File: config.mk
export PLATFORM = sky130hd
export DESIGN_NAME = ps2_scancode_decoder
export DESIGN_NICKNAME = d
export VERILOG_FILES = /design/src/rtl/ps2_pkg.sv /design/src/rtl/ps2_set2_ascii.sv /design/src/rtl/ps2_scancode_decoder.sv
export SDC_FILE = /design/constraint.sdc
export NUM_CORES = 1
export LEC_CHECK = 0
export ABC_AREA = 1
export BUFFER_PORTS_ARGS = -buffer_cell sky130_fd_sc_hd__buf_4
export CORE_ASPECT_RATIO = 0.7
export CORE_MARGIN = 4
export CORE_UTILIZATION = 45
export CTS_BUF_LIST = sky130_fd_sc_hd__clkbuf_4 sky130_fd_sc_hd__clkbuf_8
export DETAILED_ROUTE_END_ITERATION = 7
export PLACE_DENSITY_LB_ADDON = 0.12
export SLEW_MARGIN = 20
export SYNTH_ARGS = -nofsm -noshare
export SYNTH_HDL_FRONTEND = slang
export SYNTH_SLANG_ARGS = --single-unit
File: constraint.sdc
create_clock -name clk_i -period 2.7 [get_ports clk_i]
set_input_delay 0.675 -clock clk_i [delete_from_list [all_inputs] [get_ports clk_i]]
set_output_delay 0.675 -clock clk_i [all_outputs]
set_load 0.1 [all_outputs]
File: src/rtl/ps2_pkg.sv
// ----------------------------------------------------------------------------
// ps2_pkg
// Shared definitions for the PS/2 Set-2 scancode decoder:
//   - parser state encoding
//   - prefix and controller byte values
//   - modifier key codes and bit positions inside the mods vector
//   - is_ctrl_byte(): identifies keyboard controller/status bytes
// ----------------------------------------------------------------------------
package ps2_pkg;

  typedef enum logic [2:0] {
    ST_IDLE    = 3'd0,
    ST_EXT     = 3'd1,
    ST_BRK     = 3'd2,
    ST_EXT_BRK = 3'd3,
    ST_PAUSE   = 3'd4
  } ps2_state_t;

  // Prefix bytes
  localparam logic [7:0] BYTE_E0 = 8'hE0;
  localparam logic [7:0] BYTE_F0 = 8'hF0;
  localparam logic [7:0] BYTE_E1 = 8'hE1;

  // Controller / status bytes
  localparam logic [7:0] BYTE_AA = 8'hAA;
  localparam logic [7:0] BYTE_FA = 8'hFA;
  localparam logic [7:0] BYTE_FE = 8'hFE;
  localparam logic [7:0] BYTE_EE = 8'hEE;
  localparam logic [7:0] BYTE_00 = 8'h00;
  localparam logic [7:0] BYTE_FF = 8'hFF;

  // Modifier key codes (ctrl/alt right-hand variants are E0-prefixed)
  localparam logic [7:0] KEY_LSHIFT = 8'h12;
  localparam logic [7:0] KEY_RSHIFT = 8'h59;
  localparam logic [7:0] KEY_CTRL   = 8'h14;
  localparam logic [7:0] KEY_ALT    = 8'h11;
  localparam logic [7:0] KEY_CAPS   = 8'h58;

  // Extended keys with an ASCII meaning
  localparam logic [7:0] KEY_KP_SLASH = 8'h4A;
  localparam logic [7:0] KEY_KP_ENTER = 8'h5A;

  // Bit positions in mods_o
  localparam int MODS_W     = 7;
  localparam int MOD_LSHIFT = 0;
  localparam int MOD_RSHIFT = 1;
  localparam int MOD_LCTRL  = 2;
  localparam int MOD_RCTRL  = 3;
  localparam int MOD_LALT   = 4;
  localparam int MOD_RALT   = 5;
  localparam int MOD_CAPS   = 6;

  function automatic logic is_ctrl_byte(input logic [7:0] b);
    return (b == BYTE_AA) || (b == BYTE_FA) || (b == BYTE_FE) ||
           (b == BYTE_EE) || (b == BYTE_00) || (b == BYTE_FF);
  endfunction

endpackage

File: src/rtl/ps2_set2_ascii.sv
// ----------------------------------------------------------------------------
// ps2_set2_ascii
// Pure combinational Set-2 -> US ASCII lookup.
// Ports:
//   i_code  [7:0] base scancode, prefixes stripped
//   i_ext         code was E0-prefixed
//   i_shift       either shift key held
//   i_caps        caps lock active (affects letters only)
//   o_ascii [7:0] ASCII character, 8'h00 when unmapped
// ----------------------------------------------------------------------------
module ps2_set2_ascii
  import ps2_pkg::*;
(
  input  logic [7:0] i_code,
  input  logic       i_ext,
  input  logic       i_shift,
  input  logic       i_caps,
  output logic [7:0] o_ascii
);

  logic       w_letter;
  logic [7:0] w_lo;
  logic [7:0] w_hi;

  always_comb begin
    w_letter = 1'b0;
    w_lo     = 8'h00;
    w_hi     = 8'h00;
    case (i_code)
      8'h1C: {w_letter, w_lo, w_hi} = {1'b1, "a", "A"};
      8'h32: {w_letter, w_lo, w_hi} = {1'b1, "b", "B"};
      8'h21: {w_letter, w_lo, w_hi} = {1'b1, "c", "C"};
      8'h23: {w_letter, w_lo, w_hi} = {1'b1, "d", "D"};
      8'h24: {w_letter, w_lo, w_hi} = {1'b1, "e", "E"};
      8'h2B: {w_letter, w_lo, w_hi} = {1'b1, "f", "F"};
      8'h34: {w_letter, w_lo, w_hi} = {1'b1, "g", "G"};
      8'h33: {w_letter, w_lo, w_hi} = {1'b1, "h", "H"};
      8'h43: {w_letter, w_lo, w_hi} = {1'b1, "i", "I"};
      8'h3B: {w_letter, w_lo, w_hi} = {1'b1, "j", "J"};
      8'h42: {w_letter, w_lo, w_hi} = {1'b1, "k", "K"};
      8'h4B: {w_letter, w_lo, w_hi} = {1'b1, "l", "L"};
      8'h3A: {w_letter, w_lo, w_hi} = {1'b1, "m", "M"};
      8'h31: {w_letter, w_lo, w_hi} = {1'b1, "n", "N"};
      8'h44: {w_letter, w_lo, w_hi} = {1'b1, "o", "O"};
      8'h4D: {w_letter, w_lo, w_hi} = {1'b1, "p", "P"};
      8'h15: {w_letter, w_lo, w_hi} = {1'b1, "q", "Q"};
      8'h2D: {w_letter, w_lo, w_hi} = {1'b1, "r", "R"};
      8'h1B: {w_letter, w_lo, w_hi} = {1'b1, "s", "S"};
      8'h2C: {w_letter, w_lo, w_hi} = {1'b1, "t", "T"};
      8'h3C: {w_letter, w_lo, w_hi} = {1'b1, "u", "U"};
      8'h2A: {w_letter, w_lo, w_hi} = {1'b1, "v", "V"};
      8'h1D: {w_letter, w_lo, w_hi} = {1'b1, "w", "W"};
      8'h22: {w_letter, w_lo, w_hi} = {1'b1, "x", "X"};
      8'h35: {w_letter, w_lo, w_hi} = {1'b1, "y", "Y"};
      8'h1A: {w_letter, w_lo, w_hi} = {1'b1, "z", "Z"};
      8'h16: {w_lo, w_hi} = {"1", "!"};
      8'h1E: {w_lo, w_hi} = {"2", "@"};
      8'h26: {w_lo, w_hi} = {"3", "#"};
      8'h25: {w_lo, w_hi} = {"4", "$"};
      8'h2E: {w_lo, w_hi} = {"5", "%"};
      8'h36: {w_lo, w_hi} = {"6", "^"};
      8'h3D: {w_lo, w_hi} = {"7", "&"};
      8'h3E: {w_lo, w_hi} = {"8", "*"};
      8'h46: {w_lo, w_hi} = {"9", "("};
      8'h45: {w_lo, w_hi} = {"0", ")"};
      8'h4E: {w_lo, w_hi} = {"-", "_"};
      8'h55: {w_lo, w_hi} = {"=", "+"};
      8'h54: {w_lo, w_hi} = {"[", "{"};
      8'h5B: {w_lo, w_hi} = {"]", "}"};
      8'h5D: {w_lo, w_hi} = {8'h5C, 8'h7C};
      8'h4C: {w_lo, w_hi} = {";", ":"};
      8'h52: {w_lo, w_hi} = {8'h27, 8'h22};
      8'h0E: {w_lo, w_hi} = {8'h60, 8'h7E};
      8'h41: {w_lo, w_hi} = {",", "<"};
      8'h49: {w_lo, w_hi} = {".", ">"};
      8'h4A: {w_lo, w_hi} = {"/", "?"};
      8'h29: {w_lo, w_hi} = {" ", " "};
      8'h5A: {w_lo, w_hi} = {8'h0D, 8'h0D};
      8'h66: {w_lo, w_hi} = {8'h08, 8'h08};
      8'h0D: {w_lo, w_hi} = {8'h09, 8'h09};
      8'h76: {w_lo, w_hi} = {8'h1B, 8'h1B};
      default: ;
    endcase
  end

  always_comb begin
    o_ascii = 8'h00;
    if (i_ext) begin
      if (i_code == KEY_KP_SLASH)      o_ascii = 8'h2F;
      else if (i_code == KEY_KP_ENTER) o_ascii = 8'h0D;
    end else if (w_letter) begin
      // Caps lock only inverts the shift sense for letters
      o_ascii = (i_shift ^ i_caps) ? w_hi : w_lo;
    end else begin
      o_ascii = i_shift ? w_hi : w_lo;
    end
  end

endmodule

File: src/rtl/ps2_scancode_decoder.sv
// ----------------------------------------------------------------------------
// ps2_scancode_decoder
// Turns raw PS/2 Set-2 bytes into key events: strips E0/F0/E1 prefixes,
// filters controller bytes, tracks modifiers/caps lock and translates to ASCII.
// Ports:
//   clk_i, rst_i            clock, synchronous active-high reset
//   byte_valid_i/byte_i     raw byte stream in; byte_ready_o accepts
//   evt_valid_o/evt_ready_i event output handshake
//   evt_code_o              base code (00 for PAUSE)
//   evt_ext_o/evt_brk_o     E0-prefixed / release flags
//   evt_ctl_o               controller byte passed through (FILTER_CTRL=0)
//   evt_pause_o             PAUSE key event
//   evt_ascii_o             ASCII for printable make events
//   mods_o                  {caps,ralt,lalt,rctrl,lctrl,rshift,lshift}
//   ctl_seen_o              pulse when a controller byte is dropped
// ----------------------------------------------------------------------------
module ps2_scancode_decoder
  import ps2_pkg::*;
#(
  parameter int PAUSE_SKIP  = 7,
  parameter bit FILTER_CTRL = 1'b1
) (
  input  logic              clk_i,
  input  logic              rst_i,
  input  logic              byte_valid_i,
  input  logic [7:0]        byte_i,
  output logic              byte_ready_o,
  output logic              evt_valid_o,
  input  logic              evt_ready_i,
  output logic [7:0]        evt_code_o,
  output logic              evt_ext_o,
  output logic              evt_brk_o,
  output logic              evt_ctl_o,
  output logic              evt_pause_o,
  output logic [7:0]        evt_ascii_o,
  output logic [MODS_W-1:0] mods_o,
  output logic              ctl_seen_o
);

  ps2_state_t        r_state;
  ps2_state_t        w_state_nxt;
  logic [7:0]        r_cnt;
  logic [7:0]        w_cnt_nxt;

  logic              r_evt_valid;
  logic [7:0]        r_evt_code;
  logic              r_evt_ext;
  logic              r_evt_brk;
  logic              r_evt_ctl;
  logic              r_evt_pause;
  logic [7:0]        r_evt_ascii;
  logic [MODS_W-1:0] r_mods;
  logic              r_caps_held;
  logic              r_ctl_seen;

  logic              w_accept;
  logic              w_is_ctrl;
  logic              w_is_prefix;
  logic              w_key_ext;
  logic              w_key_brk;
  logic              w_emit_key;
  logic              w_emit_ctl;
  logic              w_emit_pause;
  logic              w_drop_ctl;
  logic              w_load;
  logic [MODS_W-1:0] w_mods_nxt;
  logic              w_caps_held_nxt;
  logic [7:0]        w_ascii;
  logic [7:0]        w_evt_code_nxt;
  logic [7:0]        w_evt_ascii_nxt;

  assign byte_ready_o = ~r_evt_valid | evt_ready_i;
  assign w_accept     = byte_valid_i & byte_ready_o;
  assign w_is_ctrl    = is_ctrl_byte(byte_i);
  assign w_key_ext    = (r_state == ST_EXT) || (r_state == ST_EXT_BRK);
  assign w_key_brk    = (r_state == ST_BRK) || (r_state == ST_EXT_BRK);

  // E0 only acts as a prefix before any F0; after F0 it is taken as a code
  assign w_is_prefix  = (byte_i == BYTE_E1) || (byte_i == BYTE_F0) ||
                        ((byte_i == BYTE_E0) &&
                         ((r_state == ST_IDLE) || (r_state == ST_EXT)));

  // State register
  always_ff @(posedge clk_i) begin
    if (rst_i) begin
      r_state <= ST_IDLE;
      r_cnt   <= 8'd0;
    end else begin
      r_state <= w_state_nxt;
      r_cnt   <= w_cnt_nxt;
    end
  end

  // Next-state logic
  always_comb begin
    w_state_nxt = r_state;
    w_cnt_nxt   = r_cnt;
    if (w_accept) begin
      if (r_state == ST_PAUSE) begin
        if (r_cnt <= 8'd1) begin
          w_state_nxt = ST_IDLE;
          w_cnt_nxt   = 8'd0;
        end else begin
          w_cnt_nxt   = r_cnt - 8'd1;
        end
      end else if (w_is_ctrl) begin
        w_state_nxt = ST_IDLE;
      end else if (byte_i == BYTE_E1) begin
        w_state_nxt = ST_PAUSE;
        w_cnt_nxt   = 8'(PAUSE_SKIP);
      end else if (byte_i == BYTE_F0) begin
        w_state_nxt = (r_state == ST_EXT) ? ST_EXT_BRK : ST_BRK;
      end else if (w_is_prefix) begin
        w_state_nxt = ST_EXT;
      end else begin
        w_state_nxt = ST_IDLE;
      end
    end
  end

  // Output decisions and modifier update
  always_comb begin
    w_emit_key      = 1'b0;
    w_emit_ctl      = 1'b0;
    w_emit_pause    = 1'b0;
    w_drop_ctl      = 1'b0;
    w_mods_nxt      = r_mods;
    w_caps_held_nxt = r_caps_held;
    if (w_accept) begin
      if (r_state == ST_PAUSE) begin
        w_emit_pause = (r_cnt <= 8'd1);
      end else if (w_is_ctrl) begin
        w_drop_ctl = FILTER_CTRL;
        w_emit_ctl = ~FILTER_CTRL;
      end else if (!w_is_prefix) begin
        w_emit_key = 1'b1;
      end
    end
    if (w_emit_key) begin
      if (!w_key_ext) begin
        if (byte_i == KEY_LSHIFT) w_mods_nxt[MOD_LSHIFT] = ~w_key_brk;
        if (byte_i == KEY_RSHIFT) w_mods_nxt[MOD_RSHIFT] = ~w_key_brk;
        if (byte_i == KEY_CTRL)   w_mods_nxt[MOD_LCTRL]  = ~w_key_brk;
        if (byte_i == KEY_ALT)    w_mods_nxt[MOD_LALT]   = ~w_key_brk;
        if (byte_i == KEY_CAPS) begin
          // Typematic repeats keep caps_held set, so only the first make toggles
          if (!w_key_brk && !r_caps_held)
            w_mods_nxt[MOD_CAPS] = ~r_mods[MOD_CAPS];
          w_caps_held_nxt = ~w_key_brk;
        end
      end else begin
        if (byte_i == KEY_CTRL) w_mods_nxt[MOD_RCTRL] = ~w_key_brk;
        if (byte_i == KEY_ALT)  w_mods_nxt[MOD_RALT]  = ~w_key_brk;
      end
    end
  end

  assign w_load = w_emit_key | w_emit_ctl | w_emit_pause;

  ps2_set2_ascii u_ascii (
    .i_code  (byte_i),
    .i_ext   (w_key_ext),
    .i_shift (r_mods[MOD_LSHIFT] | r_mods[MOD_RSHIFT]),
    .i_caps  (r_mods[MOD_CAPS]),
    .o_ascii (w_ascii)
  );

  assign w_evt_code_nxt  = w_emit_pause ? 8'h00 : byte_i;
  assign w_evt_ascii_nxt = (w_emit_key && !w_key_brk) ? w_ascii : 8'h00;

  // ---- Output register stage ----
  always_ff @(posedge clk_i) begin
    if (rst_i) begin
      r_evt_valid <= 1'b0;
      r_evt_code  <= 8'h00;
      r_evt_ext   <= 1'b0;
      r_evt_brk   <= 1'b0;
      r_evt_ctl   <= 1'b0;
      r_evt_pause <= 1'b0;
      r_evt_ascii <= 8'h00;
      r_mods      <= '0;
      r_caps_held <= 1'b0;
      r_ctl_seen  <= 1'b0;
    end else begin
      r_ctl_seen <= w_drop_ctl;
      if (w_load) begin
        r_evt_valid <= 1'b1;
        r_evt_code  <= w_evt_code_nxt;
        r_evt_ext   <= w_emit_key & w_key_ext;
        r_evt_brk   <= w_emit_key & w_key_brk;
        r_evt_ctl   <= w_emit_ctl;
        r_evt_pause <= w_emit_pause;
        r_evt_ascii <= w_evt_ascii_nxt;
        r_mods      <= w_mods_nxt;
        r_caps_held <= w_caps_held_nxt;
      end else if (evt_ready_i) begin
        r_evt_valid <= 1'b0;
      end
    end
  end

  assign evt_valid_o = r_evt_valid;
  assign evt_code_o  = r_evt_code;
  assign evt_ext_o   = r_evt_ext;
  assign evt_brk_o   = r_evt_brk;
  assign evt_ctl_o   = r_evt_ctl;
  assign evt_pause_o = r_evt_pause;
  assign evt_ascii_o = r_evt_ascii;
  assign mods_o      = r_mods;
  assign ctl_seen_o  = r_ctl_seen;

endmodule

==> impl_metrics.env <==
export IMPL_antenna_found_initial=0
export IMPL_dieWidth_um=106
export IMPL_maxCapViolations=0
export IMPL_clock_path_buffers=2
export IMPL_worst_path_max_fanout=7
export IMPL_pin_count=42
export IMPL_rsz0062_at_grt="no"
export IMPL_tightest_slew_ns=0.598
export IMPL_placed_area_sq_um=3440
export IMPL_p_total_uw=1540
export IMPL_async_flop_share_pct=0
export IMPL_post_route_min_period_ns=2.45
export IMPL_synth_most_common_cell="nand2_1"
export IMPL_worstSetupStartpointType="primary input"
export IMPL_yosysSeqAreaShare_pct=26.0
export IMPL_p_sw_uw=488
export IMPL_antenna_left=0
export IMPL_arrival_ns=2.67
export IMPL_detail_route_iter0_violations=287
export IMPL_yosys_area_top_type="dfxtp_1"
export IMPL_cts_clk_slew_worst_paths_ns=0.08
export IMPL_synthCells=523
export IMPL_synth_warnings=0
export IMPL_hold_buffers=0
export IMPL_cp_common_cell="nand2_1"
export IMPL_start_util_pct=47.3
export IMPL_grt_ovfl_total=0
export IMPL_synthTopCellsByCount="167 x nand2_1, 84 x nor2_1, 48 x inv_1, 39 x dfxtp_1, 38 x a21oi_1"
export IMPL_max_slew_margin_pct=60.0
export IMPL_worstPathCellList="buf_4 -> inv_1 -> nand2_1 -> nor2_1 -> nand2_1 -> nand2_1 -> nor2_1 -> nand2_1 -> nor2_2 -> nand2_1 -> nand2_1 -> nand2_1 -> nand2_1 -> nand4_1 -> nand2_1 -> a21oi_1"
export IMPL_switching_share_pct=31.8
export IMPL_gp_congestion=0.982
export IMPL_p_leak_uw=0.00192
export IMPL_wl_um=10000
export IMPL_ir_worst_vdd_v=0.000270
export IMPL_hold_violations=0
export IMPL_final_layout_size_suffix_gt1_share_pct=16.6
export IMPL_area_growth_pct=19.6
export IMPL_cp_data_required_time_ns=2.93
export IMPL_synth_cell_types=34
export IMPL_synth_flop_cell="dfxtp_1"
export IMPL_coreArea_sq_um=6340
export IMPL_die_h_um=76.3
export IMPL_internal_power_uw=1050
export IMPL_grt_max_degree=21
export IMPL_dp_hpwl_um=8080
export IMPL_fmax_ghz=0.409
export IMPL_cts_sinks=39
export IMPL_clkPwrFrac_pct=38.9
export IMPL_dr_pass1_iters=5
export IMPL_setup_viol=0
export IMPL_cts_buffers=5
export IMPL_grt_pass1_wl_um=16200
export IMPL_clock_root_buffer="clkbuf_8"
export IMPL_finalClockSkew_ns=0.00359
export IMPL_rows=24
export IMPL_hold_path_class="flop to flop"
export IMPL_cts_max_level=2
export IMPL_ys_ff_latch=39
export IMPL_min_period_over_period_pct=90.6
export IMPL_endpoint_kind="flop"
export IMPL_viasPerCell=5.46
export IMPL_grt_pass1_vias=3207
export IMPL_grt_usage_pct=24.6
export IMPL_crit_type="primary input to flop"
export IMPL_synth_area_leaders="dfxtp_1 26%, nand2_1 21%, nor2_1 11%"
export IMPL_cts_tree="built"
export IMPL_port_buffers=39
export IMPL_maxSlewViolCount=0
export IMPL_dieArea_sq_um=8050
export IMPL_combPwrFrac_pct=22.2
export IMPL_synth_edf_count=0
export IMPL_syn_area_sq_um=3000
export IMPL_pwr_share_seq_pct=38.9
export IMPL_yosys_area_top_type_share_pct=26.0
export IMPL_clock_latency_ns=0.29
export IMPL_crit_path_max_incr_delay_ns=0.48
export IMPL_final_area_sq_um=3590
export IMPL_drc_errors=0
export IMPL_status="complete, no violations"
export IMPL_p_per_area_nw_per_um2=428
export IMPL_n_antenna_cell=0
export IMPL_num_vias=3630
export IMPL_cp_slowest_cell="nor2_1"
export IMPL_path_delay_family="simple AND/OR/NAND/NOR gates"
export IMPL_routedWlPerCell_um=15.0
export IMPL_fin_nets=587
export IMPL_cp_buffers_inverters=2
export IMPL_postSynthAreaPerCell_sq_um=5.73
power groups by stage:
stage          Clock [uW]  Combinational (uW)  Sequential [uW]
4_1_cts               599                 337              598
3_3_place_gp            0                 334              611
6_report              598                 340              597
2_1_floorplan           0                 147              712
5_1_grt               633                 364              599
3_5_place_dp            0                 336              611
worst register-to-register path: cells and delay by family, from the launching register on:
family	cells	cell delay (ns)
and+or+nand+nor	5	0.88
DFF	1	0.39
buffers and inverters	3	0.38
AOI/OAI and AO/OA	2	0.21
timing repair:
| item | 4_1_cts | 5_1_grt |
|---|---|---|
| resized for setup | 0 | 2 |
| endpoints found under the setup margin | 0 | 3 |
| setup buffers | 0 | 0 |
stage by stage:
step	setup slack (ns)	hold slack [ns]	utilization [%]	setup TNS, ns	cells
detailed placement	-0.130	0.437	54.4	-0.382	657
floorplan	0.00393	0.464	-	0	524
finish	0.254	0.448	56.6	0	665
global route	0.116	0.475	56.6	0	665
CTS	0.166	0.449	56.5	0	665
global placement	0.0336	0.439	54.4	0	657
final timing paths:
kind / startpoint / end / slack [ns] / depth (start not counted)
hold / removal: mods_o[5]$_SDFFE_PP0P_ / mods_o[5]$_SDFFE_PP0P_ / 0.45 / 2
hold reg to reg: mods_o[5]$_SDFFE_PP0P_ / mods_o[5]$_SDFFE_PP0P_ / 0.45 / 2
setup / recovery: byte_i[7] / evt_ascii_o[5]$_SDFFE_PP0N_ / 0.25 / 16
setup reg to reg: r_state[2]$_SDFFE_PP0P_ / r_cnt[6]$_SDFFE_PP0P_ / 0.72 / 10
layer usage:
metal	share of wire [%]	track usage (%)	vias up
li1	-	-	1793
met1	50	39.7	1631
met2	38	33.0	192
met3	11	5.50	14
met4	0.98	4.14	0
met5	0	0	-
area by class of cell:
cell class,instances,area [sq um]
multi-input combinational,417,1930
inverter,57,214
sequential,39,781
clock inverter,2,60.1
tap,91,114
timing repair buffer,53,410
fill,655,2750
clock buffer,6,76.3
flip-flops by register name, summed over array words and instances, names as in the netlist:
register     count
evt_code_o       8
r_cnt            8
evt_ascii_o      7
mods_o           7
r_state          3
ctl_seen_o       1
evt_brk_o        1
evt_ext_o        1
evt_pause_o      1
evt_valid_o      1
r_caps_held      1
cell usage in the layout (no fill, tap or decap), types with 2 or more instances in the layout:
| master | Yosys | layout |
|---|---|---|
| xor2_1 | 5 | 5 |
| clkinv_1 | 2 | 2 |
| inv_2 | 7 | 7 |
| nand3_2 | 2 | 2 |
| o21ai_0 | 17 | 17 |
| nand3_1 | 23 | 23 |
| nor3_1 | 19 | 19 |
| nor2_1 | 84 | 82 |
| nand4_1 | 22 | 22 |
| buf_4 | 4 | 52 |
| ha_1 | 2 | 2 |
| nor2_2 | 8 | 10 |
| nor4_1 | 3 | 3 |
| bufinv_16 | 0 | 2 |
| clkbuf_8 | 0 | 5 |
| inv_1 | 48 | 48 |
| nor3_2 | 3 | 3 |
| a21oi_1 | 38 | 38 |
| a31oi_1 | 2 | 2 |
| conb_1 | 1 | 2 |
| nor2_4 | 2 | 2 |
| a21oi_2 | 2 | 2 |
| nand2_1 | 167 | 167 |
| dfxtp_1 | 39 | 39 |
| nand2_2 | 7 | 7 |
| a211oi_1 | 2 | 2 |
cell families (layout without fill, tap and decap cells):
kind of cell | Yosys count | after routing | share of synthesized area, %
DFF | 39 | 39 | 26.0
buffers and inverters | 68 | 118 | 9.85
AOI/OAI and AO/OA | 65 | 65 | 11.8
other | 1 | 2 | 0.125
and+or+nand+nor | 343 | 343 | 49.9
adders and majority gates | 2 | 2 | 0.835
xor gates and xnor gates | 5 | 5 | 1.46
No activity file was read; power rests on OpenSTA's default activity.
